## src/rtl/hyper_tx_packer.sv

```systemverilog
// hyper_tx_packer
//   Source-domain stage in front of the HyperBus TX CDC FIFO. Unpacks 32-bit
//   uDMA TX words into 16-bit halfwords with a 2-bit byte strobe and a last
//   flag. Halfword slots that hold no payload bytes are skipped, and partial
//   bytes at the head and tail of the transfer are masked through the strobe.
//
// Ports
//   src_clk_i, src_rst_ni    clock, asynchronous active-low reset
//   clear_i                  synchronous abort back to IDLE
//   cfg_valid_i/cfg_ready_o  transfer descriptor handshake (ready only in IDLE)
//   cfg_offset_i             byte offset of first payload byte in first word
//   cfg_len_i                payload byte count (0 completes immediately)
//   in_data_i/in_valid_i/in_ready_o      uDMA TX word stream
//   out_data_o/out_strb_o/out_last_o/out_valid_o/out_ready_i  FIFO push side
//   busy_o                   high outside IDLE
//   done_o                   one-cycle completion pulse
module hyper_tx_packer #(
  parameter int unsigned LEN_W = 16
) (
  input  logic             src_clk_i,
  input  logic             src_rst_ni,
  input  logic             clear_i,
  input  logic             cfg_valid_i,
  output logic             cfg_ready_o,
  input  logic [1:0]       cfg_offset_i,
  input  logic [LEN_W-1:0] cfg_len_i,
  input  logic [31:0]      in_data_i,
  input  logic             in_valid_i,
  output logic             in_ready_o,
  output logic [15:0]      out_data_o,
  output logic [1:0]       out_strb_o,
  output logic             out_last_o,
  output logic             out_valid_o,
  input  logic             out_ready_i,
  output logic             busy_o,
  output logic             done_o
);

  typedef enum logic [1:0] {
    S_IDLE,
    S_FETCH,
    S_LO,
    S_HI
  } state_e;

  localparam logic [LEN_W-1:0] ONE = LEN_W'(1);
  localparam logic [LEN_W-1:0] TWO = LEN_W'(2);

  state_e           r_state;
  state_e           w_state_nxt;
  logic [LEN_W-1:0] r_rem;
  logic             r_skip;
  logic             r_hi_first;
  logic [31:0]      r_word;
  logic             r_done;

  logic             w_s0;
  logic             w_s1;
  logic [LEN_W-1:0] w_n;
  logic             w_last;
  logic             w_emit;
  logic             w_out_hs;
  logic             w_in_hs;
  logic             w_cfg_hs;
  logic             w_len_zero;

  // Byte enables for the current slot. skip only masks the low byte of the
  // very first slot; rem bounds everything else. n never exceeds rem in an
  // emitting state, so rem cannot wrap.
  always_comb begin
    w_s0   = !r_skip && (r_rem >= ONE);
    w_s1   = w_s0 ? (r_rem >= TWO) : (r_rem >= ONE);
    w_n    = LEN_W'({1'b0, w_s0}) + LEN_W'({1'b0, w_s1});
    w_last = (r_rem == w_n);
  end

  assign w_emit     = (r_state == S_LO) || (r_state == S_HI);
  assign w_out_hs   = w_emit && out_ready_i;
  assign w_in_hs    = in_valid_i && in_ready_o;
  assign w_cfg_hs   = cfg_valid_i && cfg_ready_o;
  assign w_len_zero = (cfg_len_i == '0);

  // State register
  always_ff @(posedge src_clk_i or negedge src_rst_ni) begin
    if (!src_rst_ni) begin
      r_state <= S_IDLE;
    end else if (clear_i) begin
      r_state <= S_IDLE;
    end else begin
      r_state <= w_state_nxt;
    end
  end

  // Next-state logic
  always_comb begin
    w_state_nxt = r_state;
    unique case (r_state)
      S_IDLE: begin
        if (w_cfg_hs && !w_len_zero) w_state_nxt = S_FETCH;
      end
      S_FETCH: begin
        if (w_in_hs) w_state_nxt = r_hi_first ? S_HI : S_LO;
      end
      S_LO: begin
        if (w_out_hs) w_state_nxt = w_last ? S_IDLE : S_HI;
      end
      S_HI: begin
        // A prefetched word lets the next LO slot follow without a bubble.
        if (w_out_hs) begin
          if (w_last)       w_state_nxt = S_IDLE;
          else if (w_in_hs) w_state_nxt = S_LO;
          else              w_state_nxt = S_FETCH;
        end
      end
      default: w_state_nxt = S_IDLE;
    endcase
  end

  // Output logic
  always_comb begin
    cfg_ready_o = 1'b0;
    in_ready_o  = 1'b0;
    out_valid_o = 1'b0;
    out_data_o  = '0;
    out_strb_o  = '0;
    out_last_o  = 1'b0;
    unique case (r_state)
      S_IDLE: begin
        cfg_ready_o = 1'b1;
      end
      S_FETCH: begin
        in_ready_o = 1'b1;
      end
      S_LO: begin
        out_valid_o = 1'b1;
        out_data_o  = r_word[15:0];
        out_strb_o  = {w_s1, w_s0};
        out_last_o  = w_last;
      end
      S_HI: begin
        out_valid_o = 1'b1;
        out_data_o  = r_word[31:16];
        out_strb_o  = {w_s1, w_s0};
        out_last_o  = w_last;
        // Never pull a word past the one holding the final byte.
        in_ready_o  = out_ready_i && !w_last;
      end
      default: ;
    endcase
  end

  assign busy_o = (r_state != S_IDLE);
  assign done_o = r_done;

  // Datapath registers
  always_ff @(posedge src_clk_i or negedge src_rst_ni) begin
    if (!src_rst_ni) begin
      r_rem      <= '0;
      r_skip     <= 1'b0;
      r_hi_first <= 1'b0;
      r_word     <= '0;
      r_done     <= 1'b0;
    end else if (clear_i) begin
      r_rem      <= '0;
      r_skip     <= 1'b0;
      r_hi_first <= 1'b0;
      r_word     <= '0;
      r_done     <= 1'b0;
    end else begin
      r_done <= (w_cfg_hs && w_len_zero) || (w_out_hs && w_last);
      if (w_cfg_hs) begin
        r_rem      <= cfg_len_i;
        r_skip     <= cfg_offset_i[0];
        r_hi_first <= cfg_offset_i[1];
      end
      if (w_in_hs) begin
        r_word     <= in_data_i;
        r_hi_first <= 1'b0;
      end
      if (w_out_hs) begin
        r_rem  <= r_rem - w_n;
        r_skip <= 1'b0;
      end
    end
  end

endmodule

```

## config.mk

```make
export PLATFORM = sky130hd
export DESIGN_NAME = hyper_tx_packer
export DESIGN_NICKNAME = d
export VERILOG_FILES = /design/src/rtl/hyper_tx_packer.sv
export SDC_FILE = /design/constraint.sdc
export NUM_CORES = 1
export LEC_CHECK = 0
export CORE_MARGIN = 4
export CORE_UTILIZATION = 42
export CTS_BUF_LIST = sky130_fd_sc_hd__clkbuf_8
export DETAILED_ROUTE_END_ITERATION = 10
export DONT_BUFFER_PORTS = 1
export GPL_TIMING_DRIVEN = 0
export PLACE_DENSITY_LB_ADDON = 0.15
export SLEW_MARGIN = 40
export SYNTH_ARGS = -nofsm -noshare
export SYNTH_HDL_FRONTEND = slang
export SYNTH_SLANG_ARGS = --single-unit
export TNS_END_PERCENT = 50
```

## constraint.sdc

```tcl
create_clock -name src_clk_i -period 4 [get_ports src_clk_i]
set_input_delay 0.4 -clock src_clk_i [delete_from_list [all_inputs] [get_ports src_clk_i]]
set_output_delay 0.4 -clock src_clk_i [all_outputs]
set_load 0.01 [all_outputs]
```

==> results of run 1 <==
-- final cells by class --
type	instances	area share
well taps	77	0.0304
plain buffers	18	0.0296
clock buffers	5	0.0217
clock inverters	3	0.0138
inverters	7	0.00828
multi-input cells	203	0.454
repair buffers	7	0.0237
flip-flops and latches	53	0.419
-- logic make-up (layout without fill, tap and decap cells) --
family | after synthesis | in the layout
AO/OA/AOI/OAI | 73 | 73
XOR/XNOR | 2 | 2
AND/OR/NAND/NOR | 106 | 106
buffers and inverters | 25 | 40
flip-flops | 53 | 53
adder cells (fa/ha/maj) | 4 | 4
multiplexers | 18 | 18
-- where the power goes --
part,switching (W),leakage [nW],internal [W]
clock,0.000191,0.0585,0.000188
sequential,0.0000444,0.721,0.000584
combinational,0.000270,0.555,0.000207
-- worst max-delay path, cell delays in order, from the launching register on --
cell       delay, ns
dfrtp_2         0.45
or4_4           0.50
or4_4           0.44
or2_4           0.28
a211o_1         0.32
ha_4            0.29
ha_4            0.12
inv_1           0.05
fa_2            0.36
or4_4           0.47
nor4_4          0.19
nor3_2          0.06
a2111oi_1       0.34
-- worst max-delay path by stage --
stage                         start   endpoint  slack [ns]
after global placement    r_rem[11]  r_rem[15]       -0.13
after CTS                 r_rem[12]  r_rem[10]       -0.05
final                     r_rem[10]  r_rem[10]       -0.02
after floorplan           r_rem[11]  r_rem[10]        0.11
after global routing      r_rem[10]  r_rem[10]       -0.14
after detailed placement  r_rem[11]  r_rem[10]       -0.21
-- registers in the layout, summed over array words and instances (netlist names) --
| signal | flops |
|---|---|
| r_state | 2 |
| done_o | 1 |
| r_skip | 1 |
| r_rem | 16 |
| r_hi_first | 1 |
| r_word | 32 |
-- layout by cell type, fill, tap and decap left out, types with 3 or more instances in the layout --
cell,n
a211oi_1,5
clkbuf_8,5
and3_1,3
inv_1,5
nand2_1,26
buf_6,3
buf_2,3
clkbuf_1,11
a22o_1,32
a31oi_1,5
a21oi_1,10
nor2_1,29
buf_4,5
or3_1,3
or4_4,3
and2_1,5
dfrtp_1,52
nor4_1,5
nor3_1,9
nand3_1,5
mux2i_1,17
o21ai_0,5
-- through the flow --
stage	worst slack [ns]	power, W	utilization	hold WS (ns)
5_1_grt	-0.142	0.00157	0.494	0.159
3_3_place_gp	-0.133	0.00103	0.455	0.107
4_1_cts	-0.0515	0.00145	0.485	0.162
2_1_floorplan	0.113	0.000938	-	0.104
3_5_place_dp	-0.208	0.00104	0.455	0.107
6_report	-0.0199	0.00148	0.494	0.175
-- per-layer routing --
| layer | share of wire | vias to the layer above |
|---|---|---|
| met5 | 0 | - |
| met4 | 0.0047 | 0 |
| met3 | 0.066 | 4 |
| met2 | 0.46 | 63 |
| met1 | 0.47 | 1145 |
| li1 | - | 1069 |
-- timing repair --
| item | in CTS | in global routing |
|---|---|---|
| buffers inserted | 1 | 4 |
| resized for setup | 6 | 5 |
| hold buffers | 2 | 0 |
| setup endpoints to repair | 6 | 4 |
| endpoints found under the hold margin | 53 | 0 |
| pin swaps | 1 | 2 |
==> impl_metrics.tcl, run 1 <==
set metrics [dict create \
    status "complete, but fails checks" \
    failed_checks "setup timing" \
    irDropWorstVdd_mv 0.230 \
    place_area_um2 2930 \
    total_leakage_power_nw 1.33 \
    synth_top_family_by_area "compound AO/OA/AOI/OAI gates" \
    antenna_cells 0 \
    yosys-top-cells-count "53 x dfrtp_1, 32 x a22o_1, 29 x nor2_1" \
    clk_latency_ns 0.31 \
    ys_seq_elements 53 \
    stdcell_area_um2 3170 \
    cts_made_buffers 5 \
    yosys.area.top_type "dfrtp_1" \
    syn_to_final_growth_pct 12.9 \
    rsz0062_at_grt "yes" \
    grt_antenna_before_repair 0 \
    grt_pass1_vias 2412 \
    cp_max_fo 5 \
    synth-main-ff-cell "dfrtp_1" \
    n_fill_cell 601 \
    final_cells 373 \
    power_density_nw_per_um2 468 \
    netlist.area_leader.share 0.472 \
    min_to "r_state[1]" \
    slew_viol_final 0 \
    cp.required_ns 4.18 \
    min_from "out_ready_i" \
    dr.pass1.iters 4 \
    postRouteWirelength_um 7840 \
    first_iter_violations 90 \
    yosysUniqueCellTypes 51 \
    endpoint_kind "flop" \
    grt_util_met3 0.0551 \
    synth_most_common_cell "dfrtp_1" \
    seqCellArea_um2 1330 \
    setup_viol 1 \
    rows 29 \
    io_buffer_count 0 \
    hold_violations 0 \
    drive_gt1_frac 0.139 \
    drt.antenna.violating_nets 0 \
    worst_slack_ns -0.0199 \
    relSlewSlack 0.501 \
    root_buffer "clkbuf_8" \
    chipHeight_um 89.8 \
    synth-seq-area-share 0.472 \
    start_kind "flop" \
    cts_tree "yes" \
    tns_ns -0.0199 \
    reg2reg_to "r_rem[10]" \
    synth_warnings 0 \
    synth-edff-count 0 \
    synthAdderAreaFrac 0.0205 \
    viasPerCell 6.12 \
    r2r-start "r_rem[10]" \
    cts_buffer_depth 2 \
    grt-ovfl-total 0 \
    worstPathArrival_ns 4.20 \
    finalWeightedCongestion 0.808 \
    grt_max_degree 54 \
    dp_cells 358 \
    grt_pass1_wl_um 12800 \
    multi_input_area_um2 1440 \
    clock_sinks 53 \
    synth_compound_area_frac 0.206 \
    finalClockSkew_ns 0.00692 \
    syn_nets 341 \
    grt_use_met1 0.274 \
    reg2reg_slack_ns -0.02 \
    clk_pin_slew_worst_paths_ns 0.10 \
    drc 0 \
    async_flop_share 1.00 \
    hold_class "in -> reg" \
    synthesis.area_um2 2810 \
    path_class "reg -> reg" \
    rr_worst_depth 12 \
    tightest_slew_ns 0.748 \
    grt-busiest-layer "met2" \
    fp.dieW_um 89.8 \
    synth_xor_area_frac 0.00623 \
    wire_per_inst_um 21.0 \
    dp_hpwl_um 5480 \
    finalNetCount 355 \
    num_vias 2281 \
    coreArea_um2 6420 \
    fin_crit_ns 4.02 \
    pin_count 80 \
    avgSynthCellArea_um2 10.0 \
    grtUsageMet2 0.301 \
    gr-usage-all-layers 0.195 \
    synth_simple_gate_area_frac 0.188 \
    hold_depth 1 \
    synth_cells 281 \
    synthTopCellsByArea "dfrtp_1 47%, a22o_1 10%, mux2i_1 6.1%" \
    finalCritPeriodShare 1.00 \
    maxCapViolCount 0 \
    die-area_um2 8060 \
    muxShareOfSynthArea 0.0646 \
    htree_levels 2 \
    start_util 0.438 \
    fmax_mhz 249 \
]
No activity file was read; power rests on OpenSTA's default activity.
==> inputs of run 2 (changes only) <==
ABC_AREA = 1   (was default)
CORE_UTILIZATION = 45   (was 42)
==> impl_metrics.tcl, run 2 <==
set metrics [dict create \
    status "finished, final reports clean" \
    synthTopCellsByArea "dfrtp_1 43%, nand2_1 17%, nand3_1 8.6%" \
    clk_latency_ns 0.30 \
    slew_viol_final 0 \
    finalNetCount 495 \
    synth-main-ff-cell "dfrtp_1" \
    viasPerCell 5.50 \
    grt_pass1_vias 2730 \
    syn_to_final_growth_pct 7.91 \
    finalCritPeriodShare 0.813 \
    tightest_slew_ns 0.547 \
    finalWeightedCongestion 0.885 \
    largest_reg_flops 32 \
    synth-edff-count 0 \
    first_iter_violations 139 \
    drc 0 \
    cts_resized 0 \
    syn_nets 486 \
    tns_ns 0 \
    netlist.area_leader.share 0.428 \
    async_flop_share 1.00 \
    power_density_nw_per_um2 570 \
    final_cells 513 \
    grt_max_degree 54 \
    synth_warnings 0 \
    clk_pin_slew_worst_paths_ns 0.10 \
    multi_input_area_um2 1520 \
    hold_class "in -> reg" \
    dp_cells 503 \
    fp.dieW_um 91.0 \
    cp.required_ns 3.60 \
    dp_slack_ns 0.808 \
    cts_made_buffers 5 \
    synthesis.area_um2 3100 \
    hold_violations 0 \
    die-area_um2 8280 \
    wire_per_inst_um 16.0 \
    relSlewSlack 0.634 \
    critPathTopFamily "simple AND/OR/NAND/NOR gates" \
    dp_hpwl_um 6060 \
    setup_viol 0 \
    cts_buffer_depth 2 \
    avgSynthCellArea_um2 7.28 \
    start_kind "flop" \
    synth_most_common_cell "nand2_1" \
    largestRegisters "r_word: 32 flops, r_rem: 16 flops, r_state: 2 flops" \
    yosys-top-cells-count "139 x nand2_1, 53 x dfrtp_1, 53 x nand3_1" \
    cts_tree "yes" \
    path_cells "nor2_1 > nand2_1 > inv_1 > nand3_1 > nor3_1 > o21ai_0 > ha_1 > ha_1 > nand2_1 > inv_1 > nand2_1 > nor2_1 > nand2_2 > nor2_1" \
    top_register "r_word" \
    grt_antenna_before_repair 0 \
    worstPathArrival_ns 2.85 \
    yosys.area.top_type "dfrtp_1" \
    postRouteWirelength_um 8230 \
    total_leakage_power_nw 1.76 \
    chipHeight_um 91.0 \
    synth-seq-area-share 0.428 \
    yosysUniqueCellTypes 32 \
    maxCapViolCount 0 \
    endpoint_kind "output port" \
    cpPeakStageDelay_ns 0.42 \
    coreArea_um2 6530 \
    clock_sinks 53 \
    worst_slack_ns 0.748 \
    postCtsSetupRepairBufs 0 \
    pin_count 80 \
    layout_commonest_cell "nand2_1" \
    seqCellArea_um2 1330 \
    start_util 0.475 \
    crit_slowest_cell "dfrtp_1" \
    irDropWorstVdd_mv 0.276 \
    synth_cells 426 \
    drt.antenna.violating_nets 0 \
    finalPower_w 0.00191 \
    htree_levels 2 \
    grt_pass1_wl_um 13600 \
    finalClockSkew_ns 0.00883 \
    gr-usage-all-layers 0.202 \
    rows 29 \
    root_buffer "clkbuf_8" \
    cp_max_fo 6 \
    antenna_cells 0 \
    drive_gt1_frac 0.0917 \
    path_class "reg -> out" \
    mostFrequentLayoutCells "139 x nand2_1, 53 x nand3_1, 53 x dfrtp_1, 51 x nor2_1, 35 x inv_1" \
    rsz0062_at_grt "no" \
    worst-path-buf-inv 2 \
    ys_seq_elements 53 \
    io_buffer_count 0 \
    fin_crit_ns 3.25 \
    n_fill_cell 660 \
    dr.pass1.iters 5 \
    num_vias 2820 \
    fmax_mhz 308 \
    grt-ovfl-total 0 \
]
[run 2: cell count changes after synthesis, moves of 9 or more]
cell	delta
nand2_1	+113
nand3_1	+47
o21ai_0	+10
nor3_1	-9
mux2i_1	-17
a22o_1	-16
inv_1	+29
clkbuf_1	-9
nor2_1	+22
[run 2: final cells by class]
cell class                      instances  area share
Multi-Input combinational cell        317       0.453
Sequential cell                        53       0.396
Clock inverter                          3      0.0127
Timing Repair Buffer                    2      0.0112
Tap cell                               77      0.0288
Clock buffer                            5      0.0206
Inverter                               39      0.0438
Buffer                                 17      0.0333
[run 2: cell families (layout without fill, tap and decap cells)]
kind of cell    Yosys count  count (layout)  synth area share
simple gates            261             261             0.359
buf+inv                  56              66            0.0831
flops                    53              53             0.428
compound gates           52              52             0.111
fa+ha+maj                 4               4            0.0186
[run 2: what timing repair did]
action | in CTS | in global routing
hold endpoints to repair | 53 | 0
hold buffers | 2 | 0
endpoints found under the setup margin | 0 | 0
[run 2: final timing paths]
| kind | from | endpoint | slack, ns | cells after the start |
|---|---|---|---|---|
| worst max register to register | r_rem[5] | r_rem[14] | 0.79 | 18 |
| max in group asynchronous | src_rst_ni | r_word[16] | 3.13 | 2 |
| worst min-delay path | clear_i | done_o | 0.16 | 1 |
| worst min register to register | r_word[12] | r_word[12] | 0.52 | 2 |
| min in group asynchronous | src_rst_ni | r_rem[6] | 0.62 | 2 |
| worst max-delay path | r_rem[5] | out_last_o | 0.75 | 14 |
[run 2: routing by layer]
| metal | share of wire | wire length [um] | global-route usage | up-vias |
|---|---|---|---|---|
| li1 | - | - | - | 1398 |
| met1 | 0.46 | 3820 | 0.285 | 1331 |
| met2 | 0.47 | 3840 | 0.315 | 82 |
| met3 | 0.055 | 453 | 0.0438 | 9 |
| met4 | 0.014 | 117 | 0.0515 | 0 |
| met5 | 0 | 0 | 0 | - |
[run 2: report_power, final]
part	switching (W)	leakage, nW	total [W]	internal (W)
Sequential	0.0000956	0.712	0.000742	0.000647
Clock	0.000182	0.0595	0.000368	0.000186
Combinational	0.000541	0.988	0.000797	0.000255
[run 2: metrics by stage]
stage / utilization / cell area (um2) / hold slack (ns)
2_1_floorplan: - / 3100 / 0.104
3_3_place_gp: 0.489 / 3200 / 0.106
3_5_place_dp: 0.489 / 3200 / 0.106
4_1_cts: 0.512 / 3350 / 0.149
5_1_grt: 0.512 / 3350 / 0.150
6_report: 0.512 / 3350 / 0.165
